**src/rtl/seq_detect_pkg.sv**
```systemverilog
// seq_detect_pkg
// Shared constants for the 1011 serial pattern detector.
//   STATE_W  - width of the exported debug state encoding
//   state_t  - FSM state encodings S0..S4 (3-bit constants)
//   PATTERN  - the detected pattern; bit [3] is received first
package seq_detect_pkg;

  localparam int STATE_W = 3;

  // S0 = no prefix, S1 = "1", S2 = "10", S3 = "101", S4 = "1011"
  typedef enum logic [STATE_W-1:0] {
    S0 = 3'd0,
    S1 = 3'd1,
    S2 = 3'd2,
    S3 = 3'd3,
    S4 = 3'd4
  } state_t;

  localparam logic [3:0] PATTERN = 4'b1011;

endpackage : seq_detect_pkg

```
**src/rtl/seq_detect_1011_sat_counter.sv**
```systemverilog
// sat_counter
// Saturating up-counter with synchronous clear.
// Ports:
//   clk   - clock, rising edge
//   rst_n - asynchronous active-low reset, clears q
//   clr   - synchronous clear, has priority over inc
//   inc   - add one to q on this edge unless already at the maximum
//   q     - current count, sticks at 2^CNT_W-1
module sat_counter #(
  parameter int CNT_W = 8
) (
  input  logic             clk,
  input  logic             rst_n,
  input  logic             clr,
  input  logic             inc,
  output logic [CNT_W-1:0] q
);

  localparam logic [CNT_W-1:0] MAX_VAL = {CNT_W{1'b1}};

  logic [CNT_W-1:0] r_q;

  always_ff @(posedge clk or negedge rst_n) begin
    if (!rst_n) begin
      r_q <= '0;
    end else if (clr) begin
      r_q <= '0;
    end else if (inc && (r_q != MAX_VAL)) begin
      r_q <= r_q + 1'b1;
    end
  end

  assign q = r_q;

endmodule : sat_counter

```
**src/rtl/seq_detect_1011.sv**
```systemverilog
// seq_detect_1011
// Serial detector for the pattern 1,0,1,1 (first bit first), overlapping
// matches allowed. Moore FSM plus a registered match pulse and a saturating
// match counter. All outputs come straight from registers.
// Ports:
//   clk     - clock, rising edge
//   rst_n   - asynchronous active-low reset
//   d       - serial data bit
//   d_valid - d is consumed only on edges where this is 1
//   clr     - synchronous clear of FSM, match and counter (beats d_valid)
//   match   - one-cycle pulse after the edge that enters S4
//   count   - detections since reset/clr, saturating
//   state   - current FSM state encoding, for debug
module seq_detect_1011 #(
  parameter int CNT_W = 8
) (
  input  logic             clk,
  input  logic             rst_n,
  input  logic             d,
  input  logic             d_valid,
  input  logic             clr,
  output logic             match,
  output logic [CNT_W-1:0] count,
  output logic [2:0]       state
);

  import seq_detect_pkg::*;

  state_t           r_state;
  state_t           w_state_next;
  logic             r_match;
  logic             w_hit;
  logic [CNT_W-1:0] w_count;

  // State register and match pulse register
  always_ff @(posedge clk or negedge rst_n) begin
    if (!rst_n) begin
      r_state <= S0;
      r_match <= 1'b0;
    end else if (clr) begin
      r_state <= S0;
      r_match <= 1'b0;
    end else begin
      r_state <= w_state_next;
      r_match <= w_hit;
    end
  end

  // Next-state logic. On a mismatch each state falls back to the longest
  // suffix of the received bits that is still a prefix of the pattern.
  always_comb begin
    w_state_next = r_state;
    w_hit        = 1'b0;
    if (d_valid) begin
      case (r_state)
        S0:      w_state_next = (d == PATTERN[3]) ? S1 : S0;
        S1:      w_state_next = (d == PATTERN[2]) ? S2 : S1;
        S2:      w_state_next = (d == PATTERN[1]) ? S3 : S0;
        S3:      w_state_next = (d == PATTERN[0]) ? S4 : S2;
        S4:      w_state_next = d ? S1 : S2;
        default: w_state_next = S0;
      endcase
      // S4 can only be entered from S3, so idling in S4 never re-fires.
      w_hit = (w_state_next == S4);
    end
  end

  // Counter sees clr itself, so it needs no extra gating of inc.
  sat_counter #(
    .CNT_W (CNT_W)
  ) u_sat_counter (
    .clk   (clk),
    .rst_n (rst_n),
    .clr   (clr),
    .inc   (w_hit),
    .q     (w_count)
  );

  assign match = r_match;
  assign count = w_count;
  assign state = r_state;

endmodule : seq_detect_1011

```
**config.mk**
```make
export PLATFORM = sky130hd
export DESIGN_NAME = seq_detect_1011
export DESIGN_NICKNAME = d
export VERILOG_FILES = /design/src/rtl/seq_detect_pkg.sv /design/src/rtl/seq_detect_1011_sat_counter.sv /design/src/rtl/seq_detect_1011.sv
export SDC_FILE = /design/constraint.sdc
export NUM_CORES = 1
export LEC_CHECK = 0
export BUFFER_PORTS_ARGS = -buffer_cell sky130_fd_sc_hd__buf_2
export CORE_MARGIN = 1
export CORE_UTILIZATION = 35
export CTS_CLUSTER_SIZE = 40
export DETAILED_ROUTE_END_ITERATION = 16
export PLACE_DENSITY = 0.62
export SETUP_SLACK_MARGIN = 0.1
export SYNTH_ARGS = -nofsm -noshare
export SYNTH_HDL_FRONTEND = slang
export SYNTH_SLANG_ARGS = --single-unit
```
**constraint.sdc**
```tcl
create_clock -name clk -period 2 [get_ports clk]
set_input_delay 0.4 -clock clk [delete_from_list [all_inputs] [get_ports clk]]
set_output_delay 0.4 -clock clk [all_outputs]
set_load 0.01 [all_outputs]
```
==> reports/summary.md, run 1 <==
The flow ran to the end, and the final reports show no timing, DRC or antenna violations. 17 I/O pins were placed. In this run, synthesis inferred 0 flip-flops with an integrated enable. The number of nets handed over by synthesis was 71. The first detailed-routing pass took 6 iterations. The tools report the cell at the root of the clock tree as sky130_fd_sc_hd__clkbuf_4. At the pin with the least slew margin, the transition time is 0.394 ns. Sequential elements use 48.4% of the synthesized area. The critical path is of the reg -> reg type.

The floorplan step defined a die boundary enclosing 1950 sq um. The tools report the overall via count from detail_route as 560. Detailed placement finished with a half-perimeter wire length of 921 um. Global routing used 14.8% of the available tracks. The worst setup path is launched from a flop.

Compared with the post-synthesis result, the final layout area differs by 23.0%. The max-slew violation count was 0; the clock sink total was 12. Number of antenna violations at the first check in global routing: 0. The number of global-route vias before repair was 466; the fill cell total of the finished layout was 162.

The logs give 0.388 ns for the pre-CTS setup slack and 92 for the final-stage net count. The area of the multi-input gates was 309 sq um; the power after layout was 461 uW. The antenna cell count was 0; the async set-or-reset flop fraction in the synthesized netlist was 100%.

The floorplan step defined a core boundary enclosing 1580 sq um. The worst clock skew came out at 0.00850 ns. Counting the buffers created by CTS gives 3. For the finished layout, the period the worst path requires is 1.61 ns.

The starting utilization of the core area came out at 39.4%. The maximum ir drop on the vdd rail is 0.409 mV, and the critical path data arrival time is 1.81 ns. In the post-synthesis netlist, the biggest area contributors are sky130_fd_sc_hd__dfrtp_1 (48%), sky130_fd_sc_hd__a21oi_1 (4.8%), sky130_fd_sc_hd__mux2i_1 (4.8%), sky130_fd_sc_hd__nor2_1 (4.8%), sky130_fd_sc_hd__nand3_1 (4.0%). The remaining global-route overflow came out at 0.

The top cell type by area accounts for 48.4% of the synthesized area. The number of hold violations in the final report came out at 0. The dominant register cell in the synthesized netlist was sky130_fd_sc_hd__dfrtp_1. The run gives 0 as the DRC violation count after routing.

In this run, the number of DRC markers left after iteration 0 of detailed routing was 11. The fraction of layout cells with a size suffix above 1 was 28.2%. In this run the mean area of a mapped cell was 9.55 sq um. Across all setup checks in the final design, the least slack found is 0.391 ns.

For the synthesized instance count, the log shows 65. Counting instances in the post-synthesis netlist gives the leading cell types as sky130_fd_sc_hd__dfrtp_1 (12), sky130_fd_sc_hd__nor2_1 (8), sky130_fd_sc_hd__a21oi_1 (6), sky130_fd_sc_hd__nand3_1 (5), sky130_fd_sc_hd__o21ai_0 (5). The y dimension of the die was 44.1 um.

The H-tree depth is 1. For this design the static power due to leakage is 0.387 nW. The tools report the final count of negative-setup-slack endpoints as 0. Dividing the detail-routed wire length by the instance count gives 12.4 um.

The logs give 13 for the maximum number of pins on one net before global-route repair and 0 for the count of max-cap constraint violations. The clock passes through at most 2 buffers. For the required time at the worst-slack endpoint, the log shows 2.20 ns.

The clock slew seen by the registers of the worst setup and hold paths is 0.08 ns. The non-filler instance count after layout was 101; the routability-driven placement congestion ratio was 0.710. The worst setup path is captured at a flop. TritonCTS built the clock tree. In the routed layout, each cell is associated on average with a via count of 5.54.

The floorplan has 14 rows. Power spread over the standard cell area amounts to 604 nW/um^2. After detailed routing, the total wire length is 1260 um. The first global-routing pass estimated 2090 um of wire. Counting distinct cell types in the post-synthesis netlist gives 27. The tools report the quantity of gates resized following cts as 0. The final period utilization is 80.4%, and the synthesis warning total is 0. The final-layout setup total negative slack was 0 ns.

Synthesis inferred 12 register bits. The cell area that synthesis handed to floorplanning was 621 sq um. The detail route stage leaves a number of antenna-violating nets equal to 0.

The worst pin sits at a relative slew slack of 73.5%. The most numerous cell in the Yosys netlist was sky130_fd_sc_hd__dfrtp_1. Setup repair after global routing left no endpoint under its margin. In this run the horizontal extent of the chip is 44.1 um. Along the worst path, the maximum fanout reaches 6. The number of port buffers came out at 16. Derived from the worst setup path, the maximum achievable clock frequency is 622 MHz.

In this run the worst hold path is classified as in -> reg. The largest area contributor in the synthesized netlist is sky130_fd_sc_hd__dfrtp_1. The combined flip-flop and latch cell area came out at 300 sq um. For this run, the share of the core covered by cells in the final layout is 48.4%.

The cell count after placement was 96; the clock latency of the later-clocked register in the worst-skew pair was 0.27 ns.
## placed cells by master, fill, tap and decap left out, types with 2 or more instances in the layout
cell                       count
sky130_fd_sc_hd__a21oi_1       6
sky130_fd_sc_hd__and3_1        2
sky130_fd_sc_hd__buf_2        16
sky130_fd_sc_hd__clkbuf_4      3
sky130_fd_sc_hd__dfrtp_1      12
sky130_fd_sc_hd__inv_1         2
sky130_fd_sc_hd__mux2i_1       3
sky130_fd_sc_hd__nand2_1       3
sky130_fd_sc_hd__nand3_1       5
sky130_fd_sc_hd__nor2_1        8
sky130_fd_sc_hd__o211ai_1      2
sky130_fd_sc_hd__o21ai_0       5
## power by group
group	switching (mW)	leakage [nW]	internal (mW)	total (mW)
clock	0.0794	0.0210	0.111	0.190
sequential	0.00221	0.167	0.244	0.246
combinational	0.0166	0.199	0.00853	0.0251
## layer usage
metal	GRT usage (%)	part of all wire [%]	vias up
met5	0	0	-
met4	5.45	0.88	0
met3	6.12	4.3	2
met2	22.1	45	15
met1	19.2	50	259
li1	-	-	284
## logic make-up after synthesis
kind of cell / synth area share [%]
and+or+nand+nor: 25.4
AOI/OAI and AO/OA: 16.1
DFF: 48.4
buffers and inverters: 1.81
muxes: 4.84
xor gates and xnor gates: 1.41
adders and majority gates: 2.02
## layout make-up
class | instances | area share [%]
clock buffer | 4 | 4.75
tap | 16 | 2.62
timing repair buffer | 17 | 11.8
inverter | 2 | 0.984
sequential | 12 | 39.3
multi-input combinational | 50 | 40.5
## registers in the layout (all words and copies together), names as in the netlist
register	flops
u_sat_counter.q	8
match	1
state	3
## critical path, cell delays in order (launching register included)
cell	delay, ns
sky130_fd_sc_hd__dfrtp_1	0.44
sky130_fd_sc_hd__and4b_2	0.38
sky130_fd_sc_hd__nand2_4	0.08
sky130_fd_sc_hd__or4_1	0.50
sky130_fd_sc_hd__a21oi_1	0.15
## per-stage QoR
step	hold WS [ns]	cell area, sq um
after floorplan	0.104	621
after global placement	0.293	717
after detailed placement	0.292	717
after CTS	0.425	763
after global routing	0.443	763
final	0.429	763
## timing repair
item                                   CTS  global route
hold buffers                             1             0
endpoints found under the hold margin    7             0
setup buffers                            0             0
## path summary, 6_finish.rpt
path	from	end	slack [ns]	cells past startpoint
worst max-delay path	state[2]	u_sat_counter.q[7]	0.39	4
worst min-delay path	d_valid	match	0.43	3
worst max register to register	state[2]	u_sat_counter.q[7]	0.39	4
worst min register to register	u_sat_counter.q[7]	u_sat_counter.q[7]	0.60	2
max in group asynchronous	rst_n	u_sat_counter.q[3]	1.26	2
min in group asynchronous	rst_n	u_sat_counter.q[4]	0.52	2
Note: power is estimated with default switching activity, not from simulation.
==> inputs of run 2 (changes only) <==
Settings changed: ABC_AREA from default to 1, PLACE_DENSITY 0.62 to 0.63.
Clock period 2 ns to 1.4 ns, I/O delays scaled along.
==> run 2 against run 1 <==
Synthesized area increased by 12%. Non-clock buffer count is 2 higher. Sequential share of layout area is 5.1 points lower. Final cell count grew 37%. Total power is 31% higher. Hold slack got worse by 0.20 ns. Worst setup slack lost 0.25 ns. Critical path type is now reg -> out. Largest cell class unchanged.
==> reports/summary.md, run 2 <==
The run finished with clean final reports. The count of flip-flops with a built-in enable after synthesis was 0 (unchanged). Static leakage power: 0.450 nW (was 0.387 nW). The worst min-delay path class is in -> reg (unchanged).

The run gives 465 uW (was 363 uW) as the internal cell power. The depth of the worst register-to-register path came out at 6 (was 4). Power density over cell area: 687 nW/um^2 (was 604 nW/um^2).

The H-tree depth came out at 1 (unchanged). The tools report the nature of the critical path endpoint as an output pin (was a flop). The run gives 693 sq um (was 621 sq um) as the post-synthesis cell area.

Category of the worst setup path launch point: a flop (unchanged). The cell row count is 15 (was 14). The run gives 2160 sq um (was 1950 sq um) as the total die area. Number of cells on the worst hold path: 2 (was 3). The async set-or-reset flop fraction in the synthesized netlist is 100% (unchanged), and the number of global-route vias before repair is 596 (was 466).

The tools report the floorplan core area as 1780 sq um (was 1580 sq um). The tools report the launch instance of the worst min-delay path as clr (was d_valid). For the number of detailed-routing iterations run before antenna repair, the log shows 4 (was 6). The fill cell total of the finished layout was 174 (was 162); the wire length per cell after detailed routing was 11.2 um (was 12.4 um). The number of DRC violations after detailed-routing iteration 0 is 19 (was 11), and the cell count after placement is 132 (was 96).

The most common cell after layout, fill and taps aside is sky130_fd_sc_hd__nand2_1 (was sky130_fd_sc_hd__buf_2). The fraction of the yosys area taken by sequential cells is 43.3% (was 48.4%). The final instance area was 877 sq um (was 763 sq um); the synthesis warning total was 0 (unchanged). The length of routed wiring on met1 is 720 um (was 625 um), and the detailed-route wire length is 1540 um (was 1260 um). The run gives 0.843 (was 0.710) as the routability-driven placement congestion ratio.

Synth area leaders: sky130_fd_sc_hd__dfrtp_1 (43%), sky130_fd_sc_hd__nand2_1 (14%), sky130_fd_sc_hd__nand3_1 (5.8%), sky130_fd_sc_hd__nor2_1 (5.4%), sky130_fd_sc_hd__nand4_1 (3.6%) (was sky130_fd_sc_hd__dfrtp_1 (48%), sky130_fd_sc_hd__a21oi_1 (4.8%), sky130_fd_sc_hd__mux2i_1 (4.8%), sky130_fd_sc_hd__nor2_1 (4.8%), sky130_fd_sc_hd__nand3_1 (4.0%)). The non-filler instance count after layout is 138 (was 101). The destination of the worst hold path is match (unchanged). The tools report the final-layout setup total negative slack as 0 ns (unchanged). The number of port buffers works out to 16 (unchanged). The critical path data arrival time came out at 0.98 ns (was 1.81 ns). Launching point of the worst reg2reg path: u_sat_counter.q[1] (was state[2]). The count of max-cap constraint violations was 0 (unchanged). The number of top-level design ports was 17 (unchanged); the combined buffer and inverter count along the critical path was 2 (was 0). The register share of total power is 58.5% (was 53.4%).

The tools report the setup slack on the worst flop-to-flop path as 0.16 ns (was 0.39 ns). The number of hold violations in the final report is 0 (unchanged). For the maximum ir drop on the vdd rail, the log shows 0.326 mV (was 0.409 mV). The total CTS buffers was 3 (unchanged); the final count of negative-setup-slack endpoints was 0 (unchanged).

TritonCTS built the clock tree. Commonest cells after routing, fill and taps aside: sky130_fd_sc_hd__nand2_1 (24), sky130_fd_sc_hd__buf_2 (16), sky130_fd_sc_hd__dfrtp_1 (12), sky130_fd_sc_hd__nor2_1 (10), sky130_fd_sc_hd__nand3_1 (8) (was sky130_fd_sc_hd__buf_2 (16), sky130_fd_sc_hd__dfrtp_1 (12), sky130_fd_sc_hd__nor2_1 (8), sky130_fd_sc_hd__a21oi_1 (6)). The switching share of total power works out to 22.8% (was 21.3%). The tools report the final-stage net count as 121 (was 92).

Dividing the final minimum period by the clock period gives 89.7%. The tools report the number of nets in the synthesized netlist as 97 (was 71). The tools report the total track usage as 17.4% (was 14.8%). The synthesis-to-finish area growth is 26.5% (was 23.0%), and the horizontal extent of the die is 46.5 um (was 44.1 um). The net switching power is 137 uW (was 98.1 uW), and the largest driver fanout on the critical path is 4 (was 6). The number of antenna violations at the first check in global routing is 0 (unchanged). Number of flip-flops in the largest register: 8 (unchanged).

The largest area contributor in the synthesized netlist is sky130_fd_sc_hd__dfrtp_1 (unchanged). The worst clock skew was 0.00186 ns (was 0.00850 ns); the pre-CTS setup slack was 0.106 ns (was 0.388 ns). For the post-placement cell area, the log shows 805 sq um (was 717 sq um). The kind of critical path was reg -> out (was reg -> reg). The tools report the number of buffers on the longest clock path as 2 (unchanged).

The run gives 0 (unchanged) as the max-slew violation count. The required time at the worst-slack endpoint is 1.12 ns (was 2.20 ns). Clock sink total: 12 (unchanged). The combinational share of power is 8.3% (was 5.4%).

The clock slew seen by the registers of the worst setup and hold paths works out to 0.07 ns (was 0.08 ns). The remaining global-route overflow was 0 (unchanged); the y dimension of the die was 46.5 um (was 44.1 um). Cell with the largest stage delay on the worst path: sky130_fd_sc_hd__dfrtp_1 (was sky130_fd_sc_hd__or4_1). The global-route wire length before repair is 2530 um (was 2090 um). The remaining antenna violation count after routing is 0 (unchanged), and the number of vias per cell is 4.77 (was 5.54). Final cell utilization of the core: 49.2% (was 48.4%).

The number of synthesized register bits came out at 12 (unchanged). The tools report the reg-to-reg endpoint as u_sat_counter.q[4] (was u_sat_counter.q[7]). The worst path in the final design needs a cycle of 1.26 ns, including I/O delays and setup. For the post-route worst hold slack, the log shows 0.233 ns (was 0.429 ns).

Top cells by count, synth: sky130_fd_sc_hd__nand2_1 (25), sky130_fd_sc_hd__dfrtp_1 (12), sky130_fd_sc_hd__nor2_1 (10), sky130_fd_sc_hd__nand3_1 (8), sky130_fd_sc_hd__inv_1 (6) (was sky130_fd_sc_hd__dfrtp_1 (12), sky130_fd_sc_hd__nor2_1 (8), sky130_fd_sc_hd__a21oi_1 (6), sky130_fd_sc_hd__nand3_1 (5), sky130_fd_sc_hd__o21ai_0 (5)). The dominant register cell in the synthesized netlist is sky130_fd_sc_hd__dfrtp_1 (unchanged). The average cell area after synthesis came out at 7.62 sq um (was 9.55 sq um). The area share of the leading cell type in the synthesized netlist works out to 43.3% (was 48.4%). The kind of cell adding the most delay to the critical path was flip-flops (was simple AND/OR/NAND/NOR gates).

The clock latency of the later-clocked register in the worst-skew pair is 0.26 ns (was 0.27 ns), and the power after layout is 603 uW (was 461 uW). The run gives 747 um (was 565 um) as the met2 wire length. The tools report the synthesized instance count as 91 (was 65). The most numerous cell in the Yosys netlist is sky130_fd_sc_hd__nand2_1 (was sky130_fd_sc_hd__dfrtp_1). The run gives 0 (unchanged) as the DRC violation count after routing.

The tools report the worst max-slew margin expressed relative to the limit as 82.2% (was 73.5%). The tools report the achievable frequency as 797 MHz. Highest routed metal layer: met4 (unchanged). The starting utilization of the core area was 38.9% (was 39.4%); the maximum number of pins on one net before global-route repair was 13 (unchanged). The overall via count from detail_route is 658 (was 560), and the estimated wirelength of the detail-placed design is 1100 um (was 921 um).

The actual slew at the worst max-slew pin came out at 0.267 ns (was 0.394 ns). Relative contribution of the clock network to total power: 33.1% (was 41.2%). Setup repair after global routing could not meet its margin everywhere. The fraction of layout cells with a size suffix above 1 is 32.7% (was 28.2%). The routed wire length on met3 was 58 um (was 54 um). Crit path cell chain: buf_4, buf_2 (was and4b_2, nand2_4, or4_1, a21oi_1). The delay contributed by the slowest stage of the critical path works out to 0.42 ns (was 0.50 ns). The run gives 19 (was 27) as the count of different cell masters after synthesis. The cell at the root of the clock tree was sky130_fd_sc_hd__clkbuf_4 (unchanged). Final worst slack: 0.145 ns (was 0.391 ns). The antenna cell count came out at 0 (unchanged).
-- run 2: changes by cell type after synthesis, sizes merged, moves of 4 or more --
cell,before,now
nand2,4,29
inv,2,12
a21oi,6,0
nor2,8,12
-- run 2: layout make-up --
class | count | area, sq um | area share, %
Timing Repair Buffer | 19 | 105 | 12.0
Clock buffer | 3 | 22.5 | 2.57
Multi-Input combinational cell | 67 | 365 | 41.7
Sequential cell | 12 | 300 | 34.2
Inverter | 12 | 52.6 | 5.99
Tap cell | 25 | 31.3 | 3.57
-- run 2: kinds of logic after synthesis --
group | synth area share [%]
compound gates | 7.40
xor+xnor | 1.26
fa+ha+maj | 1.80
buf+inv | 6.86
flops | 43.3
simple gates | 39.3
-- run 2: power groups by stage --
stage	logic, mW	registers, mW	clock network (mW)
after floorplan	0.0217	0.361	0
after global placement	0.0466	0.359	0
after detailed placement	0.0474	0.359	0
after CTS	0.0499	0.352	0.214
after global routing	0.0579	0.353	0.230
final	0.0503	0.353	0.200
-- run 2: worst register-to-register path, cell delays in order (launching register included) --
cell,delay [ns]
sky130_fd_sc_hd__dfrtp_1,0.42
sky130_fd_sc_hd__ha_4,0.19
sky130_fd_sc_hd__nand2_4,0.08
sky130_fd_sc_hd__nor2_4,0.05
sky130_fd_sc_hd__or2_2,0.26
sky130_fd_sc_hd__nand4_1,0.09
sky130_fd_sc_hd__nand2_1,0.06
-- run 2: worst max path at each step --
stage	startpoint	endpoint	slack, ns	depth (start not counted)
final	u_sat_counter.q[1]	count[1]	0.14	2
after global routing	u_sat_counter.q[1]	u_sat_counter.q[7]	0.09	9
after CTS	u_sat_counter.q[0]	u_sat_counter.q[4]	0.13	6
after detailed placement	u_sat_counter.q[0]	u_sat_counter.q[4]	0.11	6
after global placement	u_sat_counter.q[0]	u_sat_counter.q[4]	0.15	6
after floorplan	u_sat_counter.q[0]	u_sat_counter.q[4]	0.12	6
-- run 2: what timing repair did --
action	in CTS	in global routing
hold buffers	1	0
setup endpoints to repair	1	7
resized for setup	0	6
endpoints found under the hold margin	12	0
buffers inserted	2	0
cloned	0	0
pin swaps	0	6
-- run 2: routing by layer --
layer / up-vias / track usage, %
met5: - / 0
met4: 0 / 5.88
met2: 13 / 25.8
met1: 308 / 22.6
met3: 2 / 7.06
li1: 335 / -
==> inputs of run 3 (changes only) <==
Settings changed: ABC_AREA 1 to default, PLACE_DENSITY 0.63 to 0.64.
==> run 3 against run 2 <==
The run now ends with negative setup slack left. Clock power grew 39%. Die area fell by 10%. Sequential share of layout area down 3.7 points. Maximum frequency shrank 15%. Critical path depth increased by 2. Wire length grew 6.1%. Total power rose by 12%. Register-to-register slack lost 0.23 ns. Critical path type is now reg -> reg. Critical endpoint is now u_sat_counter.q[3]. Largest cell class unchanged.
==> reports/summary.md, run 3 (synthesis gave the netlist of run 1 again) <==
The number of top-level design ports was 17 (unchanged); the starting utilization of the core area was 39.4% (was 38.9%). For the maximum number of pins on one net before global-route repair, the log shows 13 (unchanged). The number of vias per cell was 5.24 (was 4.77); the floorplan core area was 1580 sq um (was 1780 sq um). The combined buffer and inverter count along the critical path came out at 0 (was 2). The tools report the critical path data arrival time as 1.67 ns (was 0.98 ns). The tools report the non-filler instance count after layout as 122 (was 138). The detailed-route wire length was 1640 um (was 1540 um); the wire length per cell after detailed routing was 13.4 um (was 11.2 um).

For the count of max-cap constraint violations, the log shows 0 (unchanged). Commonest cells after routing, fill and taps aside: sky130_fd_sc_hd__buf_4 (16), sky130_fd_sc_hd__buf_2 (14), sky130_fd_sc_hd__nor2_1 (8), sky130_fd_sc_hd__dfrtp_1 (8), sky130_fd_sc_hd__buf_6 (7) (was sky130_fd_sc_hd__nand2_1 (24), sky130_fd_sc_hd__buf_2 (16), sky130_fd_sc_hd__dfrtp_1 (12), sky130_fd_sc_hd__nor2_1 (10), sky130_fd_sc_hd__nand3_1 (8)). The number of flip-flops in the largest register is 8 (unchanged).

The antenna cell count is 0 (unchanged), and the number of cells on the worst hold path is 2 (unchanged). The number of port buffers was 16 (unchanged); the depth of the worst register-to-register path was 4 (was 6). For the total track usage, the log shows 18.0% (was 17.4%). The category of the worst setup path launch point is a flop (unchanged). The fraction of layout cells with a size suffix above 1 is 53.8% (was 32.7%), and the worst clock skew is 0.00242 ns (was 0.00186 ns). The remaining global-route overflow was 0 (unchanged). Crit path cell chain: and4b_2, nand2_4, or3_2, a21oi_2 (was buf_4, buf_2).

Most common cell after layout, fill and taps aside: sky130_fd_sc_hd__buf_4 (was sky130_fd_sc_hd__nand2_1). The final period utilization came out at 105% (was 89.7%). The number of DRC violations after detailed-routing iteration 0 was 11 (was 19); the largest driver fanout on the critical path was 4 (unchanged). The tools report the global-route wire length before repair as 2570 um (was 2530 um).

Fill cell total of the finished layout: 140 (was 174). The final reports fail on negative setup slack. The routability-driven placement congestion ratio came out at 0.769 (was 0.843). Kind of cell adding the most delay to the critical path: simple AND/OR/NAND/NOR gates (was flip-flops). The run gives 113 (was 121) as the final-stage net count.

The H-tree depth is 1 (unchanged), and the clock slew seen by the registers of the worst setup and hold paths is 0.08 ns (was 0.07 ns). Achievable frequency: 678 MHz (was 797 MHz). The number of hold violations in the final report was 0 (unchanged). The y dimension of the die was 44.1 um (was 46.5 um).

The required time at the worst-slack endpoint was 1.60 ns (was 1.12 ns). The tools report the cell at the root of the clock tree as sky130_fd_sc_hd__clkbuf_4 (unchanged). TritonCTS built the clock tree. The actual slew at the worst max-slew pin works out to 0.402 ns (was 0.267 ns).

For the total CTS buffers, the log shows 3 (unchanged). The logs give 0.488 mV (was 0.326 mV) for the maximum ir drop on the vdd rail and 14 (was 15) for the cell row count. Static leakage power: 0.490 nW (was 0.450 nW).

The number of detailed-routing iterations run before antenna repair is 6 (was 4), and the post-route minimum period is 1.47 ns (was 1.26 ns). The logs give 5 (was 0) for the final count of negative-setup-slack endpoints and 111 (was 132) for the cell count after placement. The run finished, with violations left.

The kind of critical path is reg -> reg (was reg -> out). The max-slew violation count was 0 (unchanged). The worst max-slew margin expressed relative to the limit was 73.1% (was 82.2%); the power after layout was 672 uW (was 603 uW). The remaining antenna violation count after routing was 0 (unchanged).

The final worst slack was -0.0745 ns (was 0.145 ns); the horizontal extent of the die was 44.1 um (was 46.5 um). The cell with the largest stage delay on the worst path was sky130_fd_sc_hd__or3_2 (was sky130_fd_sc_hd__dfrtp_1). The cell depth of the worst setup path was 4 (was 2). The clock sink total was 12 (unchanged); the estimated wirelength of the detail-placed design was 1080 um (was 1100 um). The worst min-delay path class was in -> reg (unchanged). The delay contributed by the slowest stage of the critical path is 0.47 ns (was 0.42 ns). The power density over cell area was 672 nW/um^2 (was 687 nW/um^2). The clock latency of the later-clocked register in the worst-skew pair was 0.27 ns (was 0.26 ns).

The tools report the DRC violation count after routing as 0 (unchanged). The nature of the critical path endpoint was a flop (was an output pin). The number of global-route vias before repair was 617 (was 596); the synthesis-to-finish area growth was 61.1% (was 26.5%). The total die area came out at 1950 sq um (was 2160 sq um).

Setup repair after global routing could not meet its margin everywhere. The logs give 639 (was 658) for the overall via count from detail_route and 2 (unchanged) for the number of buffers on the longest clock path. The number of antenna violations at the first check in global routing came out at 0 (unchanged).
## run 3: cell types whose count changed in the layout (fill, tap and decap cells not counted), sizes merged, moves of 4 or more
cell | previous run | this run
nand2 | 29 | 4
buf | 18 | 37
inv | 12 | 2
a21oi | 0 | 6
nor2 | 12 | 8
## run 3: through the flow
| step | instance area [sq um] | TNS (ns) | utilization [%] | worst slack [ns] | hold WS [ns] |
|---|---|---|---|---|---|
| floorplan | 642 | -0.161 | - | -0.0912 | -0.0156 |
| global placement | 851 | -0.0116 | 54.0 | -0.00822 | 0.170 |
| detailed placement | 851 | -0.111 | 54.0 | -0.0495 | 0.174 |
| CTS | 951 | -0.155 | 60.3 | -0.0608 | 0.317 |
| global route | 1000 | -0.642 | 63.4 | -0.124 | 0.354 |
| finish | 1000 | -0.257 | 63.4 | -0.0745 | 0.340 |
## run 3: worst paths after layout
| kind | start | end | slack, ns |
|---|---|---|---|
| worst max-delay path | state[2] | u_sat_counter.q[3] | -0.07 |
| worst min-delay path | clr | u_sat_counter.q[7] | 0.34 |
| worst max register to register | state[2] | u_sat_counter.q[3] | -0.07 |
| worst min register to register | u_sat_counter.q[3] | u_sat_counter.q[3] | 0.64 |
| max in group asynchronous | rst_n | state[2] | 0.76 |
| min in group asynchronous | rst_n | u_sat_counter.q[4] | 0.41 |
## run 3: layout make-up
class                   count  area (sq um)  area share, %
clock buffers               4          36.3           3.63
inverters                   2          7.51          0.751
multi-input cells          50           352           35.2
flip-flops and latches     12           305           30.5
well taps                  16          20.0           2.00
repair buffers             38           279           27.9
## run 3: power breakdown
part / switching, mW / internal [mW]
Sequential: 0.00123 / 0.348
Clock: 0.119 / 0.158
Combinational: 0.0286 / 0.0170
Total: 0.149 / 0.523
## run 3: worst register-to-register path: cells and delay by family, from the launching register on
kind | cells | cell delay [ns]
AO/OA/AOI/OAI | 1 | 0.13
flip-flops | 1 | 0.40
AND/OR/NAND/NOR | 3 | 0.87
## run 3: what timing repair did
| item | CTS | global route |
|---|---|---|
| hold endpoints to repair | 12 | 0 |
| pin swaps | 4 | 3 |
| resized for setup | 7 | 11 |
| setup endpoints to repair | 8 | 11 |
| hold buffers | 1 | 0 |
| setup buffers | 3 | 5 |
## run 3: layer usage
metal  vias up  track usage, %  wire [um]
met2        13            28.8        846
met4         0            9.09          9
met5         -               0          0
met1       302            23.7        724
li1        322               -          -
met3         2            2.45         56
